--- src/rtl/dmem_arb_pkg.sv ---
// Shared types and default widths for the two-port data-memory arbiter.
package dmem_arb_pkg;

  localparam int DMEM_ADDR_W = 14;
  localparam int DMEM_DATA_W = 256;

  typedef enum logic [1:0] {
    IDLE = 2'd0,
    OWN0 = 2'd1,
    OWN1 = 2'd2
  } arb_state_t;

  typedef enum logic {
    PORT_0 = 1'b0,
    PORT_1 = 1'b1
  } port_id_t;

endpackage

--- src/rtl/dmem_arbiter_if.sv ---
// One requester's view of the arbiter: request/write bundle in, grant and read return out.
interface dmem_arbiter_if
  import dmem_arb_pkg::*;
#(
  parameter int ADDR_W = DMEM_ADDR_W,
  parameter int DATA_W = DMEM_DATA_W
);
  logic                  req;
  logic                  we;
  logic                  lock;
  logic [ADDR_W-1:0]     addr;
  logic [DATA_W/8-1:0]   be;
  logic [DATA_W-1:0]     wdata;
  logic                  gnt;
  logic                  rvalid;
  logic [DATA_W-1:0]     rdata;

  modport master (output req, we, lock, addr, be, wdata, input gnt, rvalid, rdata);
  modport slave  (input req, we, lock, addr, be, wdata, output gnt, rvalid, rdata);
endinterface

--- src/rtl/dmem_rd_tracker.sv ---
// Read-tag pipeline: carries {valid, port} alongside the memory's read latency.
module dmem_rd_tracker
  import dmem_arb_pkg::*;
#(
  parameter int RD_LATENCY = 1
) (
  input  logic     clk,
  input  logic     rst,
  input  logic     push_valid,
  input  port_id_t push_port,
  output logic     out_valid,
  output port_id_t out_port
);

  logic [RD_LATENCY-1:0] vld;
  port_id_t              prt [RD_LATENCY];

  always_ff @(posedge clk or posedge rst) begin
    if (rst) begin
      vld <= '0;
      for (int i = 0; i < RD_LATENCY; i++) prt[i] <= PORT_0;
    end else begin
      vld[0] <= push_valid;
      prt[0] <= push_port;
      for (int i = 1; i < RD_LATENCY; i++) begin
        vld[i] <= vld[i-1];
        prt[i] <= prt[i-1];
      end
    end
  end

  assign out_valid = vld[RD_LATENCY-1];
  assign out_port  = prt[RD_LATENCY-1];

endmodule

--- src/rtl/dmem_arbiter.sv ---
// Round-robin arbiter sharing dmem between the SIMD core (p0) and an auxiliary master (p1).
// Optional DMEM_ARB_STATS_EN adds saturating conflict / aux-grant counters.
//
// state | meaning
// IDLE  | no lock held, round-robin between requesters
// OWN0  | port 0 holds a burst lock, only port 0 may be granted
// OWN1  | port 1 holds a burst lock, only port 1 may be granted
module dmem_arbiter
  import dmem_arb_pkg::*;
#(
  parameter int RD_LATENCY = 1,
  parameter int ADDR_W     = DMEM_ADDR_W,
  parameter int DATA_W     = DMEM_DATA_W
) (
  input  logic                clk,
  input  logic                reset,
  dmem_arbiter_if.slave       p0,
  dmem_arbiter_if.slave       p1,
  output logic [ADDR_W-1:0]   mem_address,
  output logic [DATA_W/8-1:0] mem_byteena,
  output logic [DATA_W-1:0]   mem_wdata,
  output logic                mem_rden,
  output logic                mem_wren,
  input  logic [DATA_W-1:0]   mem_rdata
`ifdef DMEM_ARB_STATS_EN
  ,
  output logic [15:0]         stat_conflicts,
  output logic [15:0]         stat_aux_grants
`endif
);

  arb_state_t state;
  port_id_t   last_gnt;
  logic       gnt0;
  logic       gnt1;
  logic       trk_valid;
  port_id_t   trk_port;

  // Grant is combinational so the core sees a stall in the same cycle it asks.
  always_comb begin
    gnt0 = 1'b0;
    gnt1 = 1'b0;
    if (!reset) begin
      case (state)
        IDLE: begin
          if (p0.req && p1.req) begin
            gnt0 = (last_gnt == PORT_1);
            gnt1 = (last_gnt == PORT_0);
          end else begin
            gnt0 = p0.req;
            gnt1 = p1.req;
          end
        end
        OWN0:    gnt0 = p0.req;
        OWN1:    gnt1 = p1.req;
        default: ;
      endcase
    end
  end

  always_ff @(posedge clk or posedge reset) begin
    if (reset) begin
      state    <= IDLE;
      last_gnt <= PORT_1;
    end else if (gnt0) begin
      last_gnt <= PORT_0;
      state    <= p0.lock ? OWN0 : IDLE;
    end else if (gnt1) begin
      last_gnt <= PORT_1;
      state    <= p1.lock ? OWN1 : IDLE;
    end else begin
      // a lock owner that stops requesting gives the lock up
      state <= IDLE;
    end
  end

  always_comb begin
    mem_address = '0;
    mem_byteena = '0;
    mem_wdata   = '0;
    mem_rden    = 1'b0;
    mem_wren    = 1'b0;
    if (gnt0) begin
      mem_address = p0.addr;
      mem_byteena = p0.we ? p0.be : '1;
      mem_wdata   = p0.wdata;
      mem_rden    = ~p0.we;
      mem_wren    = p0.we;
    end else if (gnt1) begin
      mem_address = p1.addr;
      mem_byteena = p1.we ? p1.be : '1;
      mem_wdata   = p1.wdata;
      mem_rden    = ~p1.we;
      mem_wren    = p1.we;
    end
  end

  dmem_rd_tracker #(.RD_LATENCY(RD_LATENCY)) u_rd_tracker (
    .clk        (clk),
    .rst        (reset),
    .push_valid ((gnt0 & ~p0.we) | (gnt1 & ~p1.we)),
    .push_port  (gnt1 ? PORT_1 : PORT_0),
    .out_valid  (trk_valid),
    .out_port   (trk_port)
  );

  assign p0.gnt    = gnt0;
  assign p1.gnt    = gnt1;
  assign p0.rvalid = trk_valid && (trk_port == PORT_0);
  assign p1.rvalid = trk_valid && (trk_port == PORT_1);
  assign p0.rdata  = mem_rdata;
  assign p1.rdata  = mem_rdata;

`ifdef DMEM_ARB_STATS_EN
  always_ff @(posedge clk or posedge reset) begin
    if (reset) begin
      stat_conflicts  <= '0;
      stat_aux_grants <= '0;
    end else begin
      // with both asking, exactly one is always refused
      if (p0.req && p1.req && stat_conflicts != 16'hFFFF)
        stat_conflicts <= stat_conflicts + 16'd1;
      if (gnt1 && stat_aux_grants != 16'hFFFF)
        stat_aux_grants <= stat_aux_grants + 16'd1;
    end
  end
`endif

endmodule

--- src/flat_wrapper.sv ---
// flat-port wrapper written by rule: the top's interface ports become plain ports
module dmem_arbiter_flat import dmem_arb_pkg::*;
#(
  parameter int RD_LATENCY = 1,
  parameter int ADDR_W     = DMEM_ADDR_W,
  parameter int DATA_W     = DMEM_DATA_W
)
  (clk, reset, mem_address, mem_byteena, mem_wdata, mem_rden, mem_wren, mem_rdata, p0_req, p0_we, p0_lock, p0_addr, p0_be, p0_wdata, p0_gnt, p0_rvalid, p0_rdata, p1_req, p1_we, p1_lock, p1_addr, p1_be, p1_wdata, p1_gnt, p1_rvalid, p1_rdata);
  dmem_arbiter_if #(.ADDR_W(ADDR_W), .DATA_W(DATA_W)) p0_i ();
  dmem_arbiter_if #(.ADDR_W(ADDR_W), .DATA_W(DATA_W)) p1_i ();
  input  logic clk;
  input  logic reset;
  output logic [ADDR_W-1:0] mem_address;
  output logic [DATA_W/8-1:0] mem_byteena;
  output logic [DATA_W-1:0] mem_wdata;
  output logic mem_rden;
  output logic mem_wren;
  input  logic [DATA_W-1:0] mem_rdata;
  input wire logic [$bits(p0_i.req)-1:0] p0_req;
  input wire logic [$bits(p0_i.we)-1:0] p0_we;
  input wire logic [$bits(p0_i.lock)-1:0] p0_lock;
  input wire logic [$bits(p0_i.addr)-1:0] p0_addr;
  input wire logic [$bits(p0_i.be)-1:0] p0_be;
  input wire logic [$bits(p0_i.wdata)-1:0] p0_wdata;
  output wire logic [$bits(p0_i.gnt)-1:0] p0_gnt;
  output wire logic [$bits(p0_i.rvalid)-1:0] p0_rvalid;
  output wire logic [$bits(p0_i.rdata)-1:0] p0_rdata;
  input wire logic [$bits(p1_i.req)-1:0] p1_req;
  input wire logic [$bits(p1_i.we)-1:0] p1_we;
  input wire logic [$bits(p1_i.lock)-1:0] p1_lock;
  input wire logic [$bits(p1_i.addr)-1:0] p1_addr;
  input wire logic [$bits(p1_i.be)-1:0] p1_be;
  input wire logic [$bits(p1_i.wdata)-1:0] p1_wdata;
  output wire logic [$bits(p1_i.gnt)-1:0] p1_gnt;
  output wire logic [$bits(p1_i.rvalid)-1:0] p1_rvalid;
  output wire logic [$bits(p1_i.rdata)-1:0] p1_rdata;
  assign p0_i.req = p0_req;
  assign p0_i.we = p0_we;
  assign p0_i.lock = p0_lock;
  assign p0_i.addr = p0_addr;
  assign p0_i.be = p0_be;
  assign p0_i.wdata = p0_wdata;
  assign p0_gnt = p0_i.gnt;
  assign p0_rvalid = p0_i.rvalid;
  assign p0_rdata = p0_i.rdata;
  assign p1_i.req = p1_req;
  assign p1_i.we = p1_we;
  assign p1_i.lock = p1_lock;
  assign p1_i.addr = p1_addr;
  assign p1_i.be = p1_be;
  assign p1_i.wdata = p1_wdata;
  assign p1_gnt = p1_i.gnt;
  assign p1_rvalid = p1_i.rvalid;
  assign p1_rdata = p1_i.rdata;
  dmem_arbiter #(.RD_LATENCY(RD_LATENCY), .ADDR_W(ADDR_W), .DATA_W(DATA_W)) u_core (.clk(clk), .reset(reset), .p0(p0_i), .p1(p1_i), .mem_address(mem_address), .mem_byteena(mem_byteena), .mem_wdata(mem_wdata), .mem_rden(mem_rden), .mem_wren(mem_wren), .mem_rdata(mem_rdata));
endmodule
--- config.mk ---
export PLATFORM = sky130hd
export DESIGN_NAME = dmem_arbiter_flat
export DESIGN_NICKNAME = d
export VERILOG_FILES = /design/src/rtl/dmem_arb_pkg.sv /design/src/rtl/dmem_arbiter_if.sv /design/src/rtl/dmem_rd_tracker.sv /design/src/rtl/dmem_arbiter.sv /design/src/flat_wrapper.sv
export SDC_FILE = /design/constraint.sdc
export NUM_CORES = 1
export LEC_CHECK = 0
export CAP_MARGIN = 20
export CORE_AREA = 2 2 658 660
export DETAILED_ROUTE_END_ITERATION = 8
export DIE_AREA = 0 0 660 662
export GPL_TIMING_DRIVEN = 0
export PLACE_DENSITY = 0.3
export SYNTH_ARGS = -nofsm -noshare
export SYNTH_HDL_FRONTEND = slang
export SYNTH_SLANG_ARGS = --single-unit
--- constraint.sdc ---
create_clock -name clk -period 5.34 [get_ports clk]
set_clock_uncertainty 0.2 [all_clocks]
set_input_delay 0.801 -clock clk [delete_from_list [all_inputs] [get_ports clk]]
set_output_delay 0.801 -clock clk [all_outputs]
set_load 0.02 [all_outputs]
======== Word-level counts from Yosys, hierarchy flattened ========
Cells that the tools add are included.
word-level totals
  logic and storage cells ................. 43
  memories ................................ 0
  RAM bits ................................ 0
  output and inout bits ................... 820
  register bits ........................... 5
  bits in read-only memories .............. 0
  latch bits .............................. 0
cells by class
  bitwise operators ....................... 7
  $lt $le $gt $ge ......................... 0
  $add $sub $neg .......................... 0
  div/mod/pow operators ................... 0
  shift-type cells ........................ 0
  muxes and demuxes ....................... 25
  reduce and logical (&&, ||, !) cells .... 5
  eq/ne operators ......................... 2
  multiply operators ...................... 0
operators with widths
  kind                number
  $mux 256            2
  $mux 32             4
  $mux 14             2
  $mux 1              12
  $mux 2              3
  $not 1->1           4
  $pmux 1 s2          2
  $logic_and 1x1->1   3
  $and 1x1->1         2
  $eq 2x1->1 const B  1
  $eq 2x2->1 const B  1
  $logic_not 2->1     1
  $reduce_bool 2->1   1
  $or 1x1->1          1

======== Depth between registers and ports, before layout ========
Gate-level depths: netlist of the first run.
  word-level depth ........................ 6
  mapped depth ............................ 7

======== Modules after synthesis ========
Synthesis of the first run repeated with hierarchy kept, for this count alone.
unflattened totals
  cells, all modules ...................... 974
  area, all modules ....................... 7,662.3 sq um
modules (own cells, without submodules)
  module           area an instance (sq um)  cells each  sequential area each (sq um)  times used
  dmem_arbiter     7,608.5                   971         76.3                          1
  dmem_rd_tracker  53.8                      3           50.0                          1

======== Least setup slack after synthesis of the first run ========
No wires, ideal clock.
  kind .................................... input to output
  from .................................... input port p1_req
  to ...................................... output port mem_byteena[23]
  cell stages on the path ................. 5
  data arrival time ....................... 2.010 ns
  path slack .............................. 2.329 ns
  cells stage by stage .................... nor3b_1 > or3b_1 > buf_2 > clkbuf_1 > o22ai_1
between the ends
  word-level cells in the longest chain between the ends .. 6
ends and longest elaborated chain
  what               RTL line            text
  start, declared    flat_wrapper.sv:28  input wire logic [$bits(p1_i.req)-1:0] p1_req;
  $logic_and 1x1->1  dmem_arbiter.sv:46  if (p0.req && p1.req) begin
  $mux 1             dmem_arbiter.sv:46
  $pmux 1 s2         dmem_arbiter.sv:44  case (state)
  $mux 1             dmem_arbiter.sv:43  if (!reset) begin
  $mux 32            dmem_arbiter.sv:89  end else if (gnt1) begin
  $mux 32 *          dmem_arbiter.sv:83  if (gnt0) begin
  end, declared      flat_wrapper.sv:14  output logic [DATA_W/8-1:0] mem_byteena;
Every way passes the cells marked *; elsewhere a longest branch is shown, timed or not.

======== Final worst setup path of the first run ========
  from .................................... input port p0_req
  to ...................................... output port mem_byteena[7]
between the ends
  word-level cells in the longest chain between the ends .. 6
ends and longest elaborated chain
  what               RTL line            text
  start, declared    flat_wrapper.sv:19  input wire logic [$bits(p0_i.req)-1:0] p0_req;
  $logic_and 1x1->1  dmem_arbiter.sv:46
  $mux 1             dmem_arbiter.sv:46
  $pmux 1 s2         dmem_arbiter.sv:44
  $mux 1             dmem_arbiter.sv:43
  $mux 32            dmem_arbiter.sv:89
  $mux 32 *          dmem_arbiter.sv:83
Marked as above.

==> results of run 1 <==
## critical path: stages
cell	delay [ns]
sky130_fd_sc_hd__clkdlybuf4s50_1	0.51
sky130_fd_sc_hd__nor2b_1	0.12
sky130_fd_sc_hd__or3b_1	0.33
sky130_fd_sc_hd__buf_2	0.21
sky130_fd_sc_hd__clkbuf_1	0.49
sky130_fd_sc_hd__o22ai_1	0.96
sky130_fd_sc_hd__clkdlybuf4s50_1	0.93
## flip-flops by register name, summed over array words and instances, names as in the netlist
name	flops
u_core.last_gnt	1
u_core.state	2
u_core.u_rd_tracker.out_port	1
u_core.u_rd_tracker.out_valid	1
## final timing paths
path	cells past startpoint	end	slack, ns	start
min	2	u_core.last_gnt$_DFFE_PP1P_	0.32	u_core.last_gnt$_DFFE_PP1P_
max	7	mem_byteena[7]	-0.09	p0_req
max reg2reg	5	u_core.u_rd_tracker.out_port$_DFF_PP0_	3.16	u_core.state[0]$_DFF_PP0_
min in group asynchronous	2	u_core.state[1]$_DFF_PP0_	0.68	reset
min reg2reg	2	u_core.last_gnt$_DFFE_PP1P_	0.32	u_core.last_gnt$_DFFE_PP1P_
max in group asynchronous	2	u_core.last_gnt$_DFFE_PP1P_	4.01	reset
## layout make-up
type | instances | area [um^2] | area share
Timing Repair Buffer | 1436 | 14400 | 0.489
Tap cell | 5710 | 7140 | 0.243
Buffer | 585 | 4390 | 0.149
Multi-Input combinational cell | 381 | 3070 | 0.104
Antenna cell | 89 | 223 | 0.00757
Sequential cell | 5 | 126 | 0.00429
Clock buffer | 4 | 78.8 | 0.00268
Inverter | 3 | 16.3 | 0.000553
## metal layers
metal  vias to the layer above  wire (um)
met1                      6892      97100
met5                         -       1940
met2                      1474     140000
met3                       682      67900
met4                       304      10500
li1                       5963          -
## cell families after synthesis
family / Yosys count
buffers and inverters: 588
AO/OA/AOI/OAI: 305
AND/OR/NAND/NOR: 76
flip-flops: 5
## power breakdown
part	total (mW)	switching, mW	leakage (nW)	internal [mW]
Combinational	3.18	1.75	9.75	1.43
Clock	0.125	0.0257	0.0387	0.0991
Sequential	0.0441	0.00187	0.0642	0.0422
## placed cells by master, fill, tap and decap left out, drive strengths merged
cell type and n:
clkdlybuf4s50 1358, diode 89, dlymetal6s2s 3, clkbuf 27, nor3b 2, dfstp 1, nand3b 1, clkdlybuf4s15 30
or3b 1, dlygate4sd2 40, buf 567, clkinv 1, and3 1, dfrtp 4, nand2 1, and2 2
nor2 2, a22o 271, o22ai 34, nor2b 66, inv 2
==> metrics.cfg, run 1 <==
[logic_synthesis]
synth_top_flop_cell=sky130_fd_sc_hd__dfrtp_1
netlist_top_cells_count=514 x sky130_fd_sc_hd__buf_4, 271 x sky130_fd_sc_hd__a22o_1, 66 x sky130_fd_sc_hd__nor2b_1
mapped_nets=1842
yosys_warnings=0
post_synth_num_cell_types=22
synth-xor-area-share=0
netlist_area_mm2=0.00758
biggest_area_consumer_among_synthesized_cells=sky130_fd_sc_hd__buf_4
synth_enable_flop_cells=0
synth_cells=974
synth-adder-area-share=0
synth_top_cell_area_share=0.509
synthesis.area_per_instance_um2=7.78
synth_mux_area_frac=0
synth_top_family_by_area=buffers and inverters
synth-compound-area-share=0.341
synth_top_cells_by_area=sky130_fd_sc_hd__buf_4 51%, sky130_fd_sc_hd__a22o_1 31%, sky130_fd_sc_hd__nor2b_1 5.4%, sky130_fd_sc_hd__buf_6 4.0%, sky130_fd_sc_hd__o22ai_1 2.8%
synth_seq_cells=5
synth_async_sr_flop_share=1.00
yosys.cell_count.top_type=sky130_fd_sc_hd__buf_4
synth_seq_area_share=0.0167
post_synth_and_or_nand_nor_area_fraction=0.0635

[global_routing]
grt_util_all_layers=0.138
grt.busiest_layer=met2
antenna_found_initial=386
grt_start_max_net_pins=12
met3_track_demand_over_resource_in_global_routing=0.134
global_route.usage.met2=0.221
groute.layer.met1.usage=0.125
overflow=0
grt_pass1_wl_mm=347
number_of_global_route_vias_before_repair=14500

[timing]
final-max-slew-violation-count=0
grt_setup_unrepaired=false
relSlewSlack=0.248
tightestPinTransition_ns=1.13
period_utilization=1.02
clock.fmax_mhz=184
finalHoldWorstSlack_ns=0.320
report.final.setup_viol=1
final.setup.worst_slack_ns=-0.0854
hold_viol_final=0
final_period_minus_worst_setup_slack_ns=5.43
fin_setup_tns_ns=-0.0854

[clock_tree]
numClockSinks=5
post_cts_buffers=0
cts_inserted_buffers=3
cts_max_level=1
clkTransAtPathRegs_ns=0.03
tritoncts=built
clock_tree.buffer_depth=2
clk-insertion-delay-late_ns=0.23
cts_repair_resized_insts=136
ctsHoldBuffers=0
root_buffer=sky130_fd_sc_hd__clkbuf_16

[routing]
detailedRoute.firstPassIterationCount=5
drt-initial-drc-count=666
detail_route.wl_per_cell_um=38.7
vias=15300
wl_mm=318
drt_drc_violations_left=0
via_per_instance_ratio=1.86
antenna_violating_nets_post_route=0

[floorplanning]
floorplan.initialDensity=0.0176
core_area_mm2=0.430
dieArea_mm2=0.437
top_level_ports=1688
die-height_um=662
die_width_um=660
placementRows=241

[placement]
postPlaceCellArea_mm2=0.0291
port-buffer-count=1431
post-place-ws_ns=-0.453
place.detailed.hpwl_mm=308
place.gp.congestion=0.907
placed_instances=8120

[final_layout]
num-nets-final=3283
finish.utilization=0.0685
final_cell_count_no_fill=8213
final_area_mm2=0.0294
proportion_of_layout_cells_with_a_drive_suffix_above_1=0.251
layout.filler_cells=50500
areaGrowthSynthToFinish_pct=288

[hold_path]
hold_path_class=reg2reg

[pwr]
p_leak_nw=9.85
finalPower_mw=3.35
pwr_density_cell_mw_per_mm2=114
vdd.ir_drop.worst_uv=96.7

[setup_path]
worstPathMaxFanout=10
worst-setup-path-type=in2out
crit_path_start_kind=input port
cp-end-kind=primary output
arrival_worst_endpoint_ns=4.42
worst-endpoint-required_ns=4.34

[status]
status=finished, violations left
violations_in_the_final_reports=negative setup slack

[run]
cap_viol_max_count=0

(Power assumes the default switching activity.)
==> inputs of run 2 (changes only) <==
--- a/config.mk
+++ b/config.mk
@@ -6,9 +6,10 @@
 export NUM_CORES = 1
 export LEC_CHECK = 0
 export CAP_MARGIN = 20
-export CORE_AREA = 2 2 658 660
+export CORE_AREA = 2 2 653 655
+export CTS_BUF_LIST = sky130_fd_sc_hd__clkbuf_16
 export DETAILED_ROUTE_END_ITERATION = 8
-export DIE_AREA = 0 0 660 662
+export DIE_AREA = 0 0 655 657
 export GPL_TIMING_DRIVEN = 0
 export PLACE_DENSITY = 0.3
 export SYNTH_ARGS = -nofsm -noshare
==> constraint.sdc (replaced) <==
create_clock -name clk -period 4.79 [get_ports clk]
set_clock_uncertainty 0.2 [all_clocks]
set_input_delay 0.7185 -clock clk [delete_from_list [all_inputs] [get_ports clk]]
set_output_delay 0.7185 -clock clk [all_outputs]
set_load 0.02 [all_outputs]
==> run 2 against run 1 <==
The run now ends clean. Power up 12%. Die area down 1.5%. Core utilization up 0.15 points. Final cell count down 0.37%. Setup slack better by 0.11 ns. Clock power up 7%. Register-to-register slack worse by 0.53 ns. Sequential share of layout area about the same. Sequential cell count unchanged. Critical path depth unchanged.
==> metrics.cfg, run 2 (synthesis results as in run 1) <==
[status]
status=finished, final reports clean

[routing]
wl_mm=314
detail_route.wl_per_cell_um=38.4
vias=15600
via_per_instance_ratio=1.90
drt_drc_violations_left=0
antenna_violating_nets_post_route=0
drt-initial-drc-count=903
detailedRoute.firstPassIterationCount=5

[final_layout]
layout_common_cells=1329 x sky130_fd_sc_hd__clkdlybuf4s50_1, 513 x sky130_fd_sc_hd__buf_4, 269 x sky130_fd_sc_hd__a22o_1, 68 x sky130_fd_sc_hd__clkdlybuf4s15_2, 66 x sky130_fd_sc_hd__nor2b_1
largest_register_ffs=2
area.sequential_um2=126
num-nets-final=3284
layout.cells.most_common=sky130_fd_sc_hd__clkdlybuf4s50_1
final_area_mm2=0.0296
areaGrowthSynthToFinish_pct=290
max_flop_register=u_core.state
layout.filler_cells=49800
multiInputGateArea_mm2=0.00312
proportion_of_layout_cells_with_a_drive_suffix_above_1=0.276

[pwr]
vdd.ir_drop.worst_uv=82.7
finalPower_mw=3.76
p_leak_nw=9.85
pwr_density_cell_mw_per_mm2=127

[setup_path]
worst-setup-path-type=in2out
cp-end-kind=primary output
worstPathMaxFanout=11
crit_family=buffers and inverters
arrival_worst_endpoint_ns=3.85
critPathMaxStageDelay_ns=0.82
worst-endpoint-required_ns=3.87
cp_slowest_cell=sky130_fd_sc_hd__clkdlybuf4s50_1
timing.critical_path.mode_cell=sky130_fd_sc_hd__clkdlybuf4s50_1
worstPathCellList=clkdlybuf4s50_1 > nor2b_1 > or3b_1 > buf_2 > clkbuf_2 > o22ai_2 > clkdlybuf4s50_1
critical_path.n_buffers_inverters=4
crit_path_start_kind=input port

[timing]
clock.fmax_mhz=210
grt_setup_unrepaired=false
finalHoldWorstSlack_ns=0.311
period_utilization=0.996
hold_viol_final=0
final_period_minus_worst_setup_slack_ns=4.77
report.final.setup_viol=0
relSlewSlack=0.378
final-max-slew-violation-count=0
tightestPinTransition_ns=0.936

[clock_tree]
clkTransAtPathRegs_ns=0.03
numClockSinks=5
clk-insertion-delay-late_ns=0.23
root_buffer=sky130_fd_sc_hd__clkbuf_16
clock_tree.buffer_depth=2
cts_inserted_buffers=3
cts_max_level=1
tritoncts=built
ctsHoldBuffers=0

[placement]
port-buffer-count=1431
place.gp.congestion=1.02
place.detailed.hpwl_mm=305
postPlaceCellArea_mm2=0.0291

[floorplanning]
die_width_um=655
top_level_ports=1688
core_area_mm2=0.423
die-height_um=657
dieArea_mm2=0.430
placementRows=239
floorplan.initialDensity=0.0179

[global_routing]
grt_pass1_wl_mm=346
number_of_global_route_vias_before_repair=14800
overflow=0
grt_util_all_layers=0.139
grt_start_max_net_pins=16
antenna_found_initial=371

[run]
cap_viol_max_count=0

[hold_path]
hold_path_class=reg2reg

## run 2: metrics by stage
step | setup TNS, ns | instances | util | setup WS (ns)
floorplan | 0 | 974 | - | 1.94
global placement | -114.57 | 8068 | 0.0686 | -1.85
detailed placement | -99.47 | 8075 | 0.0689 | -1.30
CTS | 0 | 8078 | 0.0693 | 0.000533
global route | 0 | 8124 | 0.0696 | 0.00278
finish | 0 | 8183 | 0.0700 | 0.0213
## run 2: path summary, 6_finish.rpt
check,from,end,slack (ns),cells past startpoint
max,p0_req,mem_byteena[8],0.02,7
min,u_core.last_gnt$_DFFE_PP1P_,u_core.last_gnt$_DFFE_PP1P_,0.31,2
max reg2reg,u_core.last_gnt$_DFFE_PP1P_,u_core.u_rd_tracker.out_valid$_DFF_PP0_,2.63,5
min reg2reg,u_core.last_gnt$_DFFE_PP1P_,u_core.last_gnt$_DFFE_PP1P_,0.31,2
max in group asynchronous,reset,u_core.last_gnt$_DFFE_PP1P_,3.54,2
min in group asynchronous,reset,u_core.state[1]$_DFF_PP0_,0.61,2
## run 2: area by class of cell
type | count | area share
Timing Repair Buffer | 1438 | 0.490
Clock buffer | 3 | 0.00254
Sequential cell | 5 | 0.00427
Inverter | 3 | 0.000550
Clock inverter | 1 | 0.000127
Buffer | 584 | 0.149
Antenna cell | 105 | 0.00888
Tap cell | 5663 | 0.240
Multi-Input combinational cell | 381 | 0.105
## run 2: per-layer routing
layer  part of all wire  track usage
met3               0.18        0.117
met4              0.033       0.0312
met1               0.34        0.136
met5             0.0059            0
met2               0.44        0.224
## run 2: power by group
group          switching [mW]  internal (mW)
logic                    1.98           1.60
clock network          0.0257          0.108
registers             0.00204         0.0471
## run 2: worst register-to-register path: stages, from the launching register on
cell and delay, ns:
sky130_fd_sc_hd__dfstp_2 0.53, sky130_fd_sc_hd__nor3b_1 0.05, sky130_fd_sc_hd__or3b_1 0.34, sky130_fd_sc_hd__buf_2 0.22, sky130_fd_sc_hd__clkbuf_1 0.27, sky130_fd_sc_hd__o22ai_1 0.40
## run 2: timing repair
action                     in CTS  in global routing
setup endpoints to repair     220                 14
resized for setup             289                  7
setup buffers                   0                  0
